===== src/rtl/pipeline_control_pkg.sv =====
// Shared definitions for the pipeline control block: FSM encoding,
// EX/MEM memory-control field layout and the default memory timeout.
package pipeline_pkg;

   typedef enum logic [1:0] {
      ST_RUN      = 2'd0,
      ST_MEM_WAIT = 2'd1,
      ST_ERR      = 2'd2
   } state_e;

   localparam int MEM_WR          = 1;
   localparam int MEM_RD          = 0;
   localparam int MEM_TIMEOUT_DEF = 15;

   function automatic logic mem_access(input logic [1:0] m);
      return m[MEM_WR] | m[MEM_RD];
   endfunction

endpackage


===== src/rtl/pipeline_control_if.sv =====
// Data-memory handshake between the EX/MEM stage, the control block and memory.
interface pipeline_control_if;
   logic [1:0] i_exmem_M;
   logic       i_dmem_ack;
   logic       o_dmem_req;

   modport slave  (input  i_exmem_M, input  i_dmem_ack, output o_dmem_req);
   modport master (output i_exmem_M, output i_dmem_ack, input  o_dmem_req);
endinterface


===== src/rtl/pipeline_control_hazard_detect.sv =====
// Load-use hazard detection between the load in ID/EX and the instruction in ID.
module hazard_detect (
   input  logic [4:0] id_rs,
   input  logic [4:0] id_rt,
   input  logic       id_uses_rt,
   input  logic       idex_memread,
   input  logic [4:0] idex_rt,
   output logic       hazard
);

   logic rs_match_s;
   logic rt_match_s;

   assign rs_match_s = (idex_rt == id_rs);
   assign rt_match_s = id_uses_rt & (idex_rt == id_rt);
   // Register 0 is hardwired, so a load targeting it never creates a dependency.
   assign hazard = idex_memread & (idex_rt != 5'd0) & (rs_match_s | rt_match_s);

endmodule


===== src/rtl/pipeline_control.sv =====
// Pipeline stall/flush controller: load-use stalls, branch flushes and
// data-memory wait handling with a timeout into a sticky error state.
module pipeline_control
   import pipeline_pkg::*;
#(
   parameter int MEM_TIMEOUT = MEM_TIMEOUT_DEF,
   parameter int STALL_CNT_W = 16
) (
   input  logic                   i_clk,
   input  logic                   i_rst,
   input  logic [4:0]             i_id_rs,
   input  logic [4:0]             i_id_rt,
   input  logic                   i_id_uses_rt,
   input  logic                   i_idex_memread,
   input  logic [4:0]             i_idex_rt,
   input  logic                   i_ex_branch_taken,
   pipeline_control_if.slave      mem,
   output logic                   o_pc_en,
   output logic                   o_ifid_en,
   output logic                   o_ifid_flush,
   output logic                   o_idex_flush,
   output logic                   o_exmem_en,
   output logic                   o_memwb_flush,
   output logic                   o_error,
   output logic [STALL_CNT_W-1:0] o_stall_cnt
);

   localparam int WAIT_W = (MEM_TIMEOUT < 2) ? 1 : $clog2(MEM_TIMEOUT + 1);
   localparam logic [WAIT_W-1:0]      WAIT_LAST = WAIT_W'(MEM_TIMEOUT - 1);
   localparam logic [STALL_CNT_W-1:0] STALL_MAX = {STALL_CNT_W{1'b1}};

   state_e                 state_r;
   state_e                 next_state_s;
   logic [WAIT_W-1:0]      wait_cnt_r;
   logic [STALL_CNT_W-1:0] stall_cnt_r;

   logic hazard_s;
   logic mem_s;
   logic run_pc_en_s;
   logic run_ifid_en_s;
   logic run_ifid_flush_s;
   logic run_idex_flush_s;

   logic pc_en_s;
   logic ifid_en_s;
   logic ifid_flush_s;
   logic idex_flush_s;
   logic exmem_en_s;
   logic memwb_flush_s;
   logic dmem_req_s;

   hazard_detect u_hazard_detect (
      .id_rs        (i_id_rs),
      .id_rt        (i_id_rt),
      .id_uses_rt   (i_id_uses_rt),
      .idex_memread (i_idex_memread),
      .idex_rt      (i_idex_rt),
      .hazard       (hazard_s)
   );

   assign mem_s = mem_access(mem.i_exmem_M);

   // Normal-flow enables; a taken branch overrides a simultaneous load-use stall.
   always_comb begin
      run_pc_en_s      = 1'b1;
      run_ifid_en_s    = 1'b1;
      run_ifid_flush_s = 1'b0;
      run_idex_flush_s = 1'b0;
      if (i_ex_branch_taken) begin
         run_ifid_flush_s = 1'b1;
         run_idex_flush_s = 1'b1;
      end else if (hazard_s) begin
         run_pc_en_s      = 1'b0;
         run_ifid_en_s    = 1'b0;
         run_idex_flush_s = 1'b1;
      end else begin
         run_pc_en_s      = 1'b1;
      end
   end

   // Next-state and control outputs for the current state.
   always_comb begin
      next_state_s  = state_r;
      pc_en_s       = run_pc_en_s;
      ifid_en_s     = run_ifid_en_s;
      ifid_flush_s  = run_ifid_flush_s;
      idex_flush_s  = run_idex_flush_s;
      exmem_en_s    = 1'b1;
      memwb_flush_s = 1'b0;
      dmem_req_s    = 1'b0;
      if (i_rst) begin
         next_state_s  = ST_RUN;
         pc_en_s       = 1'b0;
         ifid_en_s     = 1'b0;
         ifid_flush_s  = 1'b1;
         idex_flush_s  = 1'b1;
         exmem_en_s    = 1'b0;
         memwb_flush_s = 1'b1;
      end else begin
         case (state_r)
            ST_RUN: begin
               dmem_req_s = mem_s;
               // An unacknowledged access freezes the pipeline from its first cycle.
               if (mem_s && !mem.i_dmem_ack) begin
                  next_state_s  = ST_MEM_WAIT;
                  pc_en_s       = 1'b0;
                  ifid_en_s     = 1'b0;
                  ifid_flush_s  = 1'b0;
                  idex_flush_s  = 1'b0;
                  exmem_en_s    = 1'b0;
                  memwb_flush_s = 1'b1;
               end else begin
                  next_state_s  = ST_RUN;
               end
            end
            ST_MEM_WAIT: begin
               dmem_req_s = 1'b1;
               if (mem.i_dmem_ack) begin
                  next_state_s = ST_RUN;
               end else begin
                  pc_en_s       = 1'b0;
                  ifid_en_s     = 1'b0;
                  ifid_flush_s  = 1'b0;
                  idex_flush_s  = 1'b0;
                  exmem_en_s    = 1'b0;
                  memwb_flush_s = 1'b1;
                  if (wait_cnt_r == WAIT_LAST) begin
                     next_state_s = ST_ERR;
                  end else begin
                     next_state_s = ST_MEM_WAIT;
                  end
               end
            end
            ST_ERR: begin
               next_state_s  = ST_ERR;
               pc_en_s       = 1'b0;
               ifid_en_s     = 1'b0;
               ifid_flush_s  = 1'b0;
               idex_flush_s  = 1'b0;
               exmem_en_s    = 1'b0;
               memwb_flush_s = 1'b1;
            end
            default: begin
               next_state_s  = ST_RUN;
               pc_en_s       = 1'b0;
               ifid_en_s     = 1'b0;
               ifid_flush_s  = 1'b1;
               idex_flush_s  = 1'b1;
               exmem_en_s    = 1'b0;
               memwb_flush_s = 1'b1;
            end
         endcase
      end
   end

   // FSM state register.
   always_ff @(posedge i_clk) begin
      if (i_rst) begin
         state_r <= ST_RUN;
      end else begin
         state_r <= next_state_s;
      end
   end

   // Memory wait counter: cleared on entry, counts unacknowledged wait cycles.
   always_ff @(posedge i_clk) begin
      if (i_rst) begin
         wait_cnt_r <= '0;
      end else if (state_r == ST_RUN && next_state_s == ST_MEM_WAIT) begin
         wait_cnt_r <= '0;
      end else if (state_r == ST_MEM_WAIT && !mem.i_dmem_ack) begin
         wait_cnt_r <= wait_cnt_r + WAIT_W'(1);
      end else begin
         wait_cnt_r <= wait_cnt_r;
      end
   end

   // Saturating count of cycles in which the PC is held.
   always_ff @(posedge i_clk) begin
      if (i_rst) begin
         stall_cnt_r <= '0;
      end else if (!pc_en_s && stall_cnt_r != STALL_MAX) begin
         stall_cnt_r <= stall_cnt_r + STALL_CNT_W'(1);
      end else begin
         stall_cnt_r <= stall_cnt_r;
      end
   end

   assign o_pc_en        = pc_en_s;
   assign o_ifid_en      = ifid_en_s;
   assign o_ifid_flush   = ifid_flush_s;
   assign o_idex_flush   = idex_flush_s;
   assign o_exmem_en     = exmem_en_s;
   assign o_memwb_flush  = memwb_flush_s;
   assign mem.o_dmem_req = dmem_req_s;
   assign o_error        = (state_r == ST_ERR);
   assign o_stall_cnt    = stall_cnt_r;

endmodule


===== src/flat_wrapper.sv =====
// flat-port wrapper written by rule: the top's interface ports become plain ports
module pipeline_control_flat import pipeline_pkg::*;
#(
   parameter int MEM_TIMEOUT = MEM_TIMEOUT_DEF,
   parameter int STALL_CNT_W = 16
)
  (i_clk, i_rst, i_id_rs, i_id_rt, i_id_uses_rt, i_idex_memread, i_idex_rt, i_ex_branch_taken, o_pc_en, o_ifid_en, o_ifid_flush, o_idex_flush, o_exmem_en, o_memwb_flush, o_error, o_stall_cnt, mem_i_exmem_M, mem_i_dmem_ack, mem_o_dmem_req);
  pipeline_control_if mem_i ();
  input  logic i_clk;
  input  logic i_rst;
  input  logic [4:0] i_id_rs;
  input  logic [4:0] i_id_rt;
  input  logic i_id_uses_rt;
  input  logic i_idex_memread;
  input  logic [4:0] i_idex_rt;
  input  logic i_ex_branch_taken;
  output logic o_pc_en;
  output logic o_ifid_en;
  output logic o_ifid_flush;
  output logic o_idex_flush;
  output logic o_exmem_en;
  output logic o_memwb_flush;
  output logic o_error;
  output logic [STALL_CNT_W-1:0] o_stall_cnt;
  input wire logic [$bits(mem_i.i_exmem_M)-1:0] mem_i_exmem_M;
  input wire logic [$bits(mem_i.i_dmem_ack)-1:0] mem_i_dmem_ack;
  output wire logic [$bits(mem_i.o_dmem_req)-1:0] mem_o_dmem_req;
  assign mem_i.i_exmem_M = mem_i_exmem_M;
  assign mem_i.i_dmem_ack = mem_i_dmem_ack;
  assign mem_o_dmem_req = mem_i.o_dmem_req;
  pipeline_control #(.MEM_TIMEOUT(MEM_TIMEOUT), .STALL_CNT_W(STALL_CNT_W)) u_core (.i_clk(i_clk), .i_rst(i_rst), .i_id_rs(i_id_rs), .i_id_rt(i_id_rt), .i_id_uses_rt(i_id_uses_rt), .i_idex_memread(i_idex_memread), .i_idex_rt(i_idex_rt), .i_ex_branch_taken(i_ex_branch_taken), .mem(mem_i), .o_pc_en(o_pc_en), .o_ifid_en(o_ifid_en), .o_ifid_flush(o_ifid_flush), .o_idex_flush(o_idex_flush), .o_exmem_en(o_exmem_en), .o_memwb_flush(o_memwb_flush), .o_error(o_error), .o_stall_cnt(o_stall_cnt));
endmodule

===== config.mk =====
export PLATFORM = sky130hd
export DESIGN_NAME = pipeline_control_flat
export DESIGN_NICKNAME = d
export VERILOG_FILES = /design/src/rtl/pipeline_control_pkg.sv /design/src/rtl/pipeline_control_if.sv /design/src/rtl/pipeline_control_hazard_detect.sv /design/src/rtl/pipeline_control.sv /design/src/flat_wrapper.sv
export SDC_FILE = /design/constraint.sdc
export NUM_CORES = 1
export LEC_CHECK = 0
export ABC_AREA = 1
export BUFFER_PORTS_ARGS = -buffer_cell sky130_fd_sc_hd__buf_2
export CAP_MARGIN = 30
export CORE_UTILIZATION = 42
export DETAILED_ROUTE_END_ITERATION = 8
export PLACE_DENSITY = 0.68
export REMOVE_ABC_BUFFERS = 1
export SLEW_MARGIN = 20
export SYNTH_ARGS = -nofsm -noshare
export SYNTH_HDL_FRONTEND = slang
export SYNTH_SLANG_ARGS = --single-unit

===== constraint.sdc =====
create_clock -name i_clk -period 2 [get_ports i_clk]
set_input_delay 0.1 -clock i_clk [delete_from_list [all_inputs] [get_ports i_clk]]
set_output_delay 0.1 -clock i_clk [all_outputs]
set_load 0.02 [all_outputs]

Yosys cells after proc, flatten, opt, wreduce, memory -nomap -nowiden:

Index checks and enable logic that the tools add are counted.

* muxes and demuxes: 32
* equal/unequal tests: 7
* reduce and logical (&&, ||, !) cells: 9
* add/sub/neg operators: 2
* bitwise operators: 5

Operators by type and width (number)
* 2-to-1 mux 1 bit: 22
* adder 16 x 1 -> 16 bit, second input constant: 1
* != test 16 bit, second input constant: 1
* equality test 5 bit: 2
* one-hot mux 1 bit (2 select lines): 4
* 2-to-1 mux 2 bit: 3
* one-hot mux 1 bit (3 select lines): 2
* one-hot mux 2 bit (3 select lines): 1
* nonzero test 5 bit: 1
* adder 4 x 1 -> 4 bit, second input constant: 1
* equality test 2 x 1 -> 1 bit, second input constant: 2
* equality test 4 bit, second input constant: 1
* logical AND 1 bit: 4
* AND 1 bit: 3
* equality test 2 bit, second input constant: 1
* logical NOT 1 bit: 2
* logical NOT 2 bit: 1
* bitwise OR 1 bit: 2
* OR reduction 2 bit: 1

* flip-flop bits (word level): 22
* bits of input ports: 23
* output and inout bits: 24
* word-level logic and storage cells: 58

Depth between registers and ports, before layout:

Gate-level depths: netlist of the first run.

* depth in word-level cells: 11
* depth in mapped cells: 12
* gate-level depth less buffers: 11

Modules after synthesis:

Synthesis of the first run repeated with hierarchy kept, for this count alone.

* cells, all modules: 258
* area total of the unflattened synthesis: 1574.0 µm²

By module, submodules not included
* pipeline_control: cells each 206, area an instance 1367.6 µm², instances 1, sequential area each 440.4 µm²
* hazard_detect: cells each 52, area an instance 206.4 µm², instances 1, sequential area each 0.0 µm²

Worst setup path before layout of the first run:

Ideal clock, no wire load.

* kind: flip-flop to flip-flop
* start point: register u_core.stall_cnt_r[0], in the netlist u_core.o_stall_cnt[0]
* end point: register u_core.stall_cnt_r[0], in the netlist u_core.o_stall_cnt[0]
* stages on the path, launching flop included: 10
* buffers on the path: 1
* period minus slack after synthesis: 1.908 ns
* setup slack: 0.092 ns
* library setup time: 0.115 ns
* data arrival time: 1.793 ns
* cell sequence: dfxtp_1 ha_1 nand2_2 nor2_4 nand2_2 nor3_2 nand4_2 clkbuf_1 a21oi_1 nor2_1

* word-level cells in the longest chain between the ends: 2
* elaborated cells on any way between the ends: 3

RTL lines
* from (decl): line pipeline_control.sv:35 `logic [STALL_CNT_W-1:0] stall_cnt_r;`
* from (signal assigned): line pipeline_control.sv:183 `stall_cnt_r <= stall_cnt_r + STALL_CNT_W'(1);`
* from (signal assigned): line pipeline_control.sv:185 `stall_cnt_r <= stall_cnt_r;`
* branches (longest 2 deep; another with adder 16 x 1 -> 16 bit)

Parallel ways; which one is timed is not known.
A chain may end at the register's enable or synchronous reset.

Worst setup path after layout of the first run:

* start point: register u_core.stall_cnt_r[0], in the netlist u_core.o_stall_cnt[0]
* end point: register u_core.stall_cnt_r[13], in the netlist u_core.o_stall_cnt[13]

The elaborated chain is that of the path after synthesis.

==> metrics.yaml, run 1 <==
crit_end: "u_core.o_stall_cnt[13]"
rows: 21
status: "complete, no violations"
rsz0062_at_grt: "no"
crit_cells: 9
firstDrtPassIters: 4
fin_total_pwr_w: 0.000813
vdd_drop_max_uv: 318
die-area_um2: 3780
critPathTopFamily: "simple AND/OR/NAND/NOR gates"
fin_skew_ns: 0.0118
synth_cells: 235
worst-path-buf-inv: 0
drc_errors: 0
area_growth_syn_to_layout_pct: 19.5
antenna_found_initial: 0
cts_resized: 0
clk_latency_ns: 0.30
slowest_delay_ns: 0.42
power_density_nw_per_um2: 457
num-nets-final: 308
critPathRequiredTime_ns: 2.23
vias_per_cell: 4.77
wl_per_cell_um: 10.0
worst_ep_arrival_time_ns: 1.99
routed_wl_mm: 3.27
ctsRootBufferMaster: "clkbuf_4"
ys_async_sr_fraction_pct: 0
cts_tree: "done"
core_area_um2: 3360
synth-edff-count: 0
initial_core_util_pct: 44.2
grt_max_degree: 21
path_max_fanout: 15
drt_iter0_markers: 66
ys_warn_count: 0
critPathSlowestCell: "dfxtp_1"
setup_tns_ns: 0
hold_class: "primary input to register"
maxSlewHeadroom_pct: 75.5
layout-drive-gt1-share_pct: 21.4
synth.avg_cell_area_um2: 6.33
crit_path_frequent_cell: "nand2_2"
worstSetupStartpoint: "u_core.o_stall_cnt[0]"
min_period_over_period_pct: 87.9
clk_pin_slew_ns: 0.10
r2r_setup_slack_ns: 0.24
grt_use_total_pct: 18.1
synth_area_leader_cell: "dfxtp_1"
num_antenna_cells: 0
drt.antenna.violating_nets: 0
r2r_start: "u_core.o_stall_cnt[0]"
synth_flop_cell: "dfxtp_1"
startpoint_type: "register"
die_y_um: 61.5
die_w_um: 61.5
synthTopCellsByArea: "dfxtp_1 30%, nand2_1 16%, nand3_1 10%"
finalHoldViolCount: 0
clk_path_buf_depth: 2
r2r-end: "u_core.o_stall_cnt[13]"
grt_pass1_vias: 1312
numCtsBuffers: 3
synth_top_area_share_pct: 29.6
period_needed_ns: 1.76
syn-cell-area_um2: 1490
io-pin-count: 47
grt_overflow: 0
vias: 1555
p_leak_nw: 0.842
place_congestion: 0.884
critPathCaptureType: "register"
yosysSeqAreaShare_pct: 29.6
post_cts_buffers: 0
ys_ff_latch: 22
path_cells: "ha_1 -> nand2_2 -> nor2_4 -> nand2_2 -> nor3_2 -> nand4_2 -> nand2_2 -> nand2_1 -> a21oi_1"
grt_pass1_wl_mm: 5.26
maxSlewViolCount: 0
htree_num_levels: 1
worst-setup-path-type: "register to register"
ys_types: 26
cap_violations: 0
worstRegToRegCells: 9
hold_buffers: 0
synth.most_common_cell: "nand2_1"
fmax_ghz: 0.569
yosys-top-cells-count: "63 x nand2_1, 30 x inv_1, 30 x nand3_1"
dp_hpwl_mm: 2.55
worst_pin_slew_ns: 0.368
setup_viol: 0
cts_sinks: 22
portBuffers: 46
-- stage by stage --
step / instances / worst slack (ns) / hold slack, ns / area [um^2] / utilization (%)
2_1_floorplan: 229 / -0.00375 / 0.169 / 1450 / -
3_3_place_gp: 323 / 0.306 / 0.447 / 1760 / 52.2
3_5_place_dp: 323 / 0.236 / 0.462 / 1760 / 52.2
4_1_cts: 326 / 0.198 / 0.122 / 1780 / 52.9
5_1_grt: 326 / 0.0525 / 0.145 / 1780 / 52.9
6_report: 326 / 0.242 / 0.143 / 1780 / 52.9
-- kinds of logic (layout without fill, tap and decap cells) --
logic type,count (synthesis),count (layout),share of synthesized area (%)
buffers and inverters,36,81,9.92
and+or+nand+nor,134,134,40.1
AOI/OAI and AO/OA,25,25,9.00
adders and majority gates,3,3,2.52
xor gates and xnor gates,15,15,8.83
DFF,22,22,29.6
-- worst min-delay path by stage --
| stage | end | cells after the start | start |
|---|---|---|---|
| after detailed placement | u_core.state_r[0] | 4 | mem_i_dmem_ack |
| after global routing | u_core.state_r[0] | 4 | mem_i_dmem_ack |
| final | u_core.state_r[0] | 4 | mem_i_dmem_ack |
| after CTS | u_core.state_r[0] | 4 | mem_i_dmem_ack |
| after global placement | u_core.state_r[0] | 4 | mem_i_dmem_ack |
| after floorplan | u_core.o_stall_cnt[10] | 1 | i_rst |
-- worst reg2reg max path: cells and delay by family (launching register included) --
family / cells / cell delay, ns
fa+ha+maj: 1 / 0.26
flops: 1 / 0.42
simple gates: 7 / 0.88
compound gates: 1 / 0.13
-- metal layers --
| layer | vias up | global-route usage (%) | share of wire [%] |
|---|---|---|---|
| met5 | - | 0 | 0 |
| met4 | 0 | 2.86 | 0.55 |
| met3 | 2 | 3.78 | 3.6 |
| met2 | 33 | 32.7 | 47 |
| met1 | 680 | 22.4 | 49 |
| li1 | 840 | - | - |
-- state kept, by name (all words and copies together), names as in the netlist --
register            flops
u_core.o_stall_cnt     16
u_core.state_r          2
u_core.wait_cnt_r       4
-- layout by cell type (no fill, tap or decap) --
cell type | netlist | final
nor3_2 | 1 | 1
clkbuf_4 | 0 | 3
nand4_1 | 3 | 3
nand2_2 | 4 | 4
a211oi_1 | 1 | 1
xnor2_1 | 6 | 6
xor2_1 | 9 | 9
nand4_2 | 1 | 1
buf_2 | 1 | 46
nor3b_1 | 2 | 2
a21oi_1 | 21 | 21
nor2_4 | 1 | 1
nor2_1 | 24 | 24
o221ai_1 | 1 | 1
nand3_1 | 30 | 30
ha_1 | 3 | 3
nor3_1 | 3 | 3
buf_4 | 1 | 2
o21bai_1 | 1 | 1
nand2_1 | 63 | 63
or2_2 | 2 | 2
inv_1 | 30 | 30
dfxtp_1 | 22 | 22
o21ai_0 | 1 | 1
-- power breakdown --
| group | internal, W | total (W) | leakage [nW] | switching (W) |
|---|---|---|---|---|
| logic | 0.0000600 | 0.000165 | 0.650 | 0.000105 |
| clock network | 0.0000702 | 0.000192 | 0.0138 | 0.000122 |
| registers | 0.000446 | 0.000456 | 0.178 | 0.00000977 |
| total | 0.000576 | 0.000813 | 0.842 | 0.000237 |
-- area by class of cell --
class	count	area (um^2)
inverter	30	113
sequential	22	440
timing repair buffer	48	245
tap	46	57.6
fill	388	1590
multi-input combinational	177	900
clock buffer	3	22.5
Note: power is estimated with default switching activity, not from simulation.
==> run 2: changes to the inputs <==
ABC_AREA = not set   (was 1)
CORE_UTILIZATION = 30   (was 42)
PLACE_DENSITY = not set   (was 0.68)
==> run 2 against run 1 <==
Net effect: die area rose by 25%; global-route usage fell by 3.1 points; fmax fell by 4.8%; worst setup slack got worse by 0.088 ns; critical path type unchanged.
==> metrics.yaml, run 2 <==
ys_ff_latch: 22
synthTopCellsByArea: "dfxtp_1 33%, xor2_1 7.2%, a21oi_1 6.0%"
synth_top_area_share_pct: 32.9
synth-edff-count: 0
synth_area_leader_cell: "dfxtp_1"
clk_latency_ns: 0.26
startpoint_type: "register"
synth_cells: 164
grt_pass1_vias: 1287
wl_per_cell_um: 12.1
path_max_fanout: 10
drt_iter0_markers: 49
synth_fa_ha_area_share_pct: 2.81
num-nets-final: 251
dp_hpwl_mm: 2.47
synth_simple_gate_area_share_pct: 28.3
swShare_pct: 25.8
grt_pass1_wl_mm: 5.47
clk_pin_slew_ns: 0.08
largest_reg_flops: 16
vias: 1411
layout-drive-gt1-share_pct: 35.7
p_leak_nw: 0.776
core_area_um2: 4140
yosys-top-cells-count: "22 x dfxtp_1, 17 x nor2_1, 16 x a21oi_1"
hold_ws_ns: 0.110
layout_commonest_cell: "buf_2"
ys_warn_count: 0
rsz0062_at_grt: "no"
ys_types: 38
io-pin-count: 47
worst_ep_arrival_time_ns: 2.00
p_comb_share_pct: 17.6
numCtsBuffers: 3
hold_class: "primary input to register"
p_clk_share_pct: 33.9
synth_xor_area_share_pct: 8.51
routed_wl_mm: 3.32
fmax_ghz: 0.542
finalHoldViolCount: 0
ctsRootBufferMaster: "clkbuf_8"
critPathCaptureType: "register"
min_period_over_period_pct: 92.3
synth_flop_cell: "dfxtp_1"
drt.antenna.violating_nets: 0
synth.most_common_cell: "dfxtp_1"
period_needed_ns: 1.85
clk_path_buf_depth: 2
synth_compound_area_share_pct: 20.2
synth.avg_cell_area_um2: 8.16
vdd_drop_max_uv: 469
grt_use_total_pct: 15.0
hold_buffers: 0
place_congestion: 0.770
synthMuxAreaShare_pct: 1.68
post_cts_buffers: 0
fin_total_pwr_w: 0.000933
num_antenna_cells: 0
status: "complete, no violations"
grt_overflow: 0
rows: 23
antenna_found_initial: 0
layout_common_cells: "46 x buf_2, 20 x dfxtp_1, 18 x buf_4, 17 x nor2_1, 16 x a21oi_1"
htree_num_levels: 1
die_w_um: 68.8
fill_cells: 427
initial_core_util_pct: 32.3
fin_skew_ns: 0.00143
portBuffers: 46
cap_violations: 0
r2r_setup_slack_ns: 0.15
maxSlewHeadroom_pct: 75.8
area_growth_syn_to_layout_pct: 35.5
die_y_um: 68.8
ys_async_sr_fraction_pct: 0
vias_per_cell: 5.15
maxSlewViolCount: 0
p_int_w: 0.000692
power_density_nw_per_um2: 515
worst_pin_slew_ns: 0.359
critPathRequiredTime_ns: 2.15
synth_top_family_by_area: "simple AND/OR/NAND/NOR gates"
syn-cell-area_um2: 1340
die-area_um2: 4730
p_switching_w: 0.000241
drc_errors: 0
cts_tree: "done"
firstDrtPassIters: 4
worst-setup-path-type: "register to register"
cts_sinks: 22
yosysSeqAreaShare_pct: 32.9
grt_max_degree: 24
setup_viol: 0
p_seq_share_pct: 48.5
==> run 2: changes by cell type after synthesis, moves of 4 or more <==
cell	delta
nor2_1	-7
nor4_1	+4
and3_1	+6
a21oi_1	-5
or4_1	+7
o31ai_1	+7
nand2_2	-4
nand3_1	-24
inv_1	-23
xnor2_1	-4
nand2_1	-55
==> run 2: logic make-up after synthesis <==
group                    Yosys count
XOR/XNOR                          13
AND/OR/NAND/NOR                   69
flip-flops                        22
buffers and inverters             16
adder cells (fa/ha/maj)            3
multiplexers                       2
AO/OA/AOI/OAI                     39
==> run 2: path summary, 6_finish.rpt <==
path         depth (start not counted)                    from                      to
max reg2reg                          6   u_core.o_stall_cnt[0]   u_core.o_stall_cnt[6]
min                                  4          mem_i_dmem_ack       u_core.state_r[0]
min reg2reg                          2  u_core.o_stall_cnt[10]  u_core.o_stall_cnt[10]
max                                  6   u_core.o_stall_cnt[0]   u_core.o_stall_cnt[6]
==> run 2: repair_timing <==
item | 4_1_cts | 5_1_grt
cloned | 0 | 0
setup endpoints to repair | 2 | 6
pin swaps | 0 | 2
gates resized for setup | 1 | 7
==> run 2: worst max-delay path: stages (launching register included) <==
cell	delay, ns
dfxtp_2	0.37
ha_1	0.24
nand4_1	0.20
nor4_4	0.37
buf_4	0.22
nor4_1	0.06
mux2_2	0.27
==> run 2: cell type report <==
class	instances	area [um^2]	area share, %
inverter	8	32.5	1.79
sequential	22	443	24.4
clock buffer	4	55.1	3.04
tap	50	62.6	3.45
multi-input combinational	126	855	47.1
timing repair buffer	64	365	20.2
==> run 2: power groups by stage <==
stage | logic [W] | registers [W] | clock network [W]
2_1_floorplan | 0.0000734 | 0.000469 | 0
3_3_place_gp | 0.000161 | 0.000463 | 0
3_5_place_dp | 0.000162 | 0.000463 | 0
4_1_cts | 0.000164 | 0.000452 | 0.000333
5_1_grt | 0.000182 | 0.000455 | 0.000352
6_report | 0.000164 | 0.000453 | 0.000316
==> run 2: per-stage QoR <==
| step | util [%] | setup TNS, ns | cell area [um^2] | cells | setup WS, ns |
|---|---|---|---|---|---|
| 2_1_floorplan | - | -16.00 | 1290 | 156 | -1.44 |
| 3_3_place_gp | 41.7 | -0.0671 | 1730 | 270 | -0.0568 |
| 3_5_place_dp | 41.7 | -0.143 | 1730 | 270 | -0.110 |
| 4_1_cts | 43.1 | 0 | 1790 | 274 | 0.0317 |
| 5_1_grt | 43.8 | 0 | 1810 | 274 | 0.000227 |
| 6_report | 43.8 | 0 | 1810 | 274 | 0.154 |
==> run 2: routing by layer <==
metal | GRT usage [%] | share of wire [%]
met1 | 18.8 | 50
met2 | 25.9 | 43
met3 | 3.78 | 6.3
met4 | 3.06 | 0.66
met5 | 0 | 0
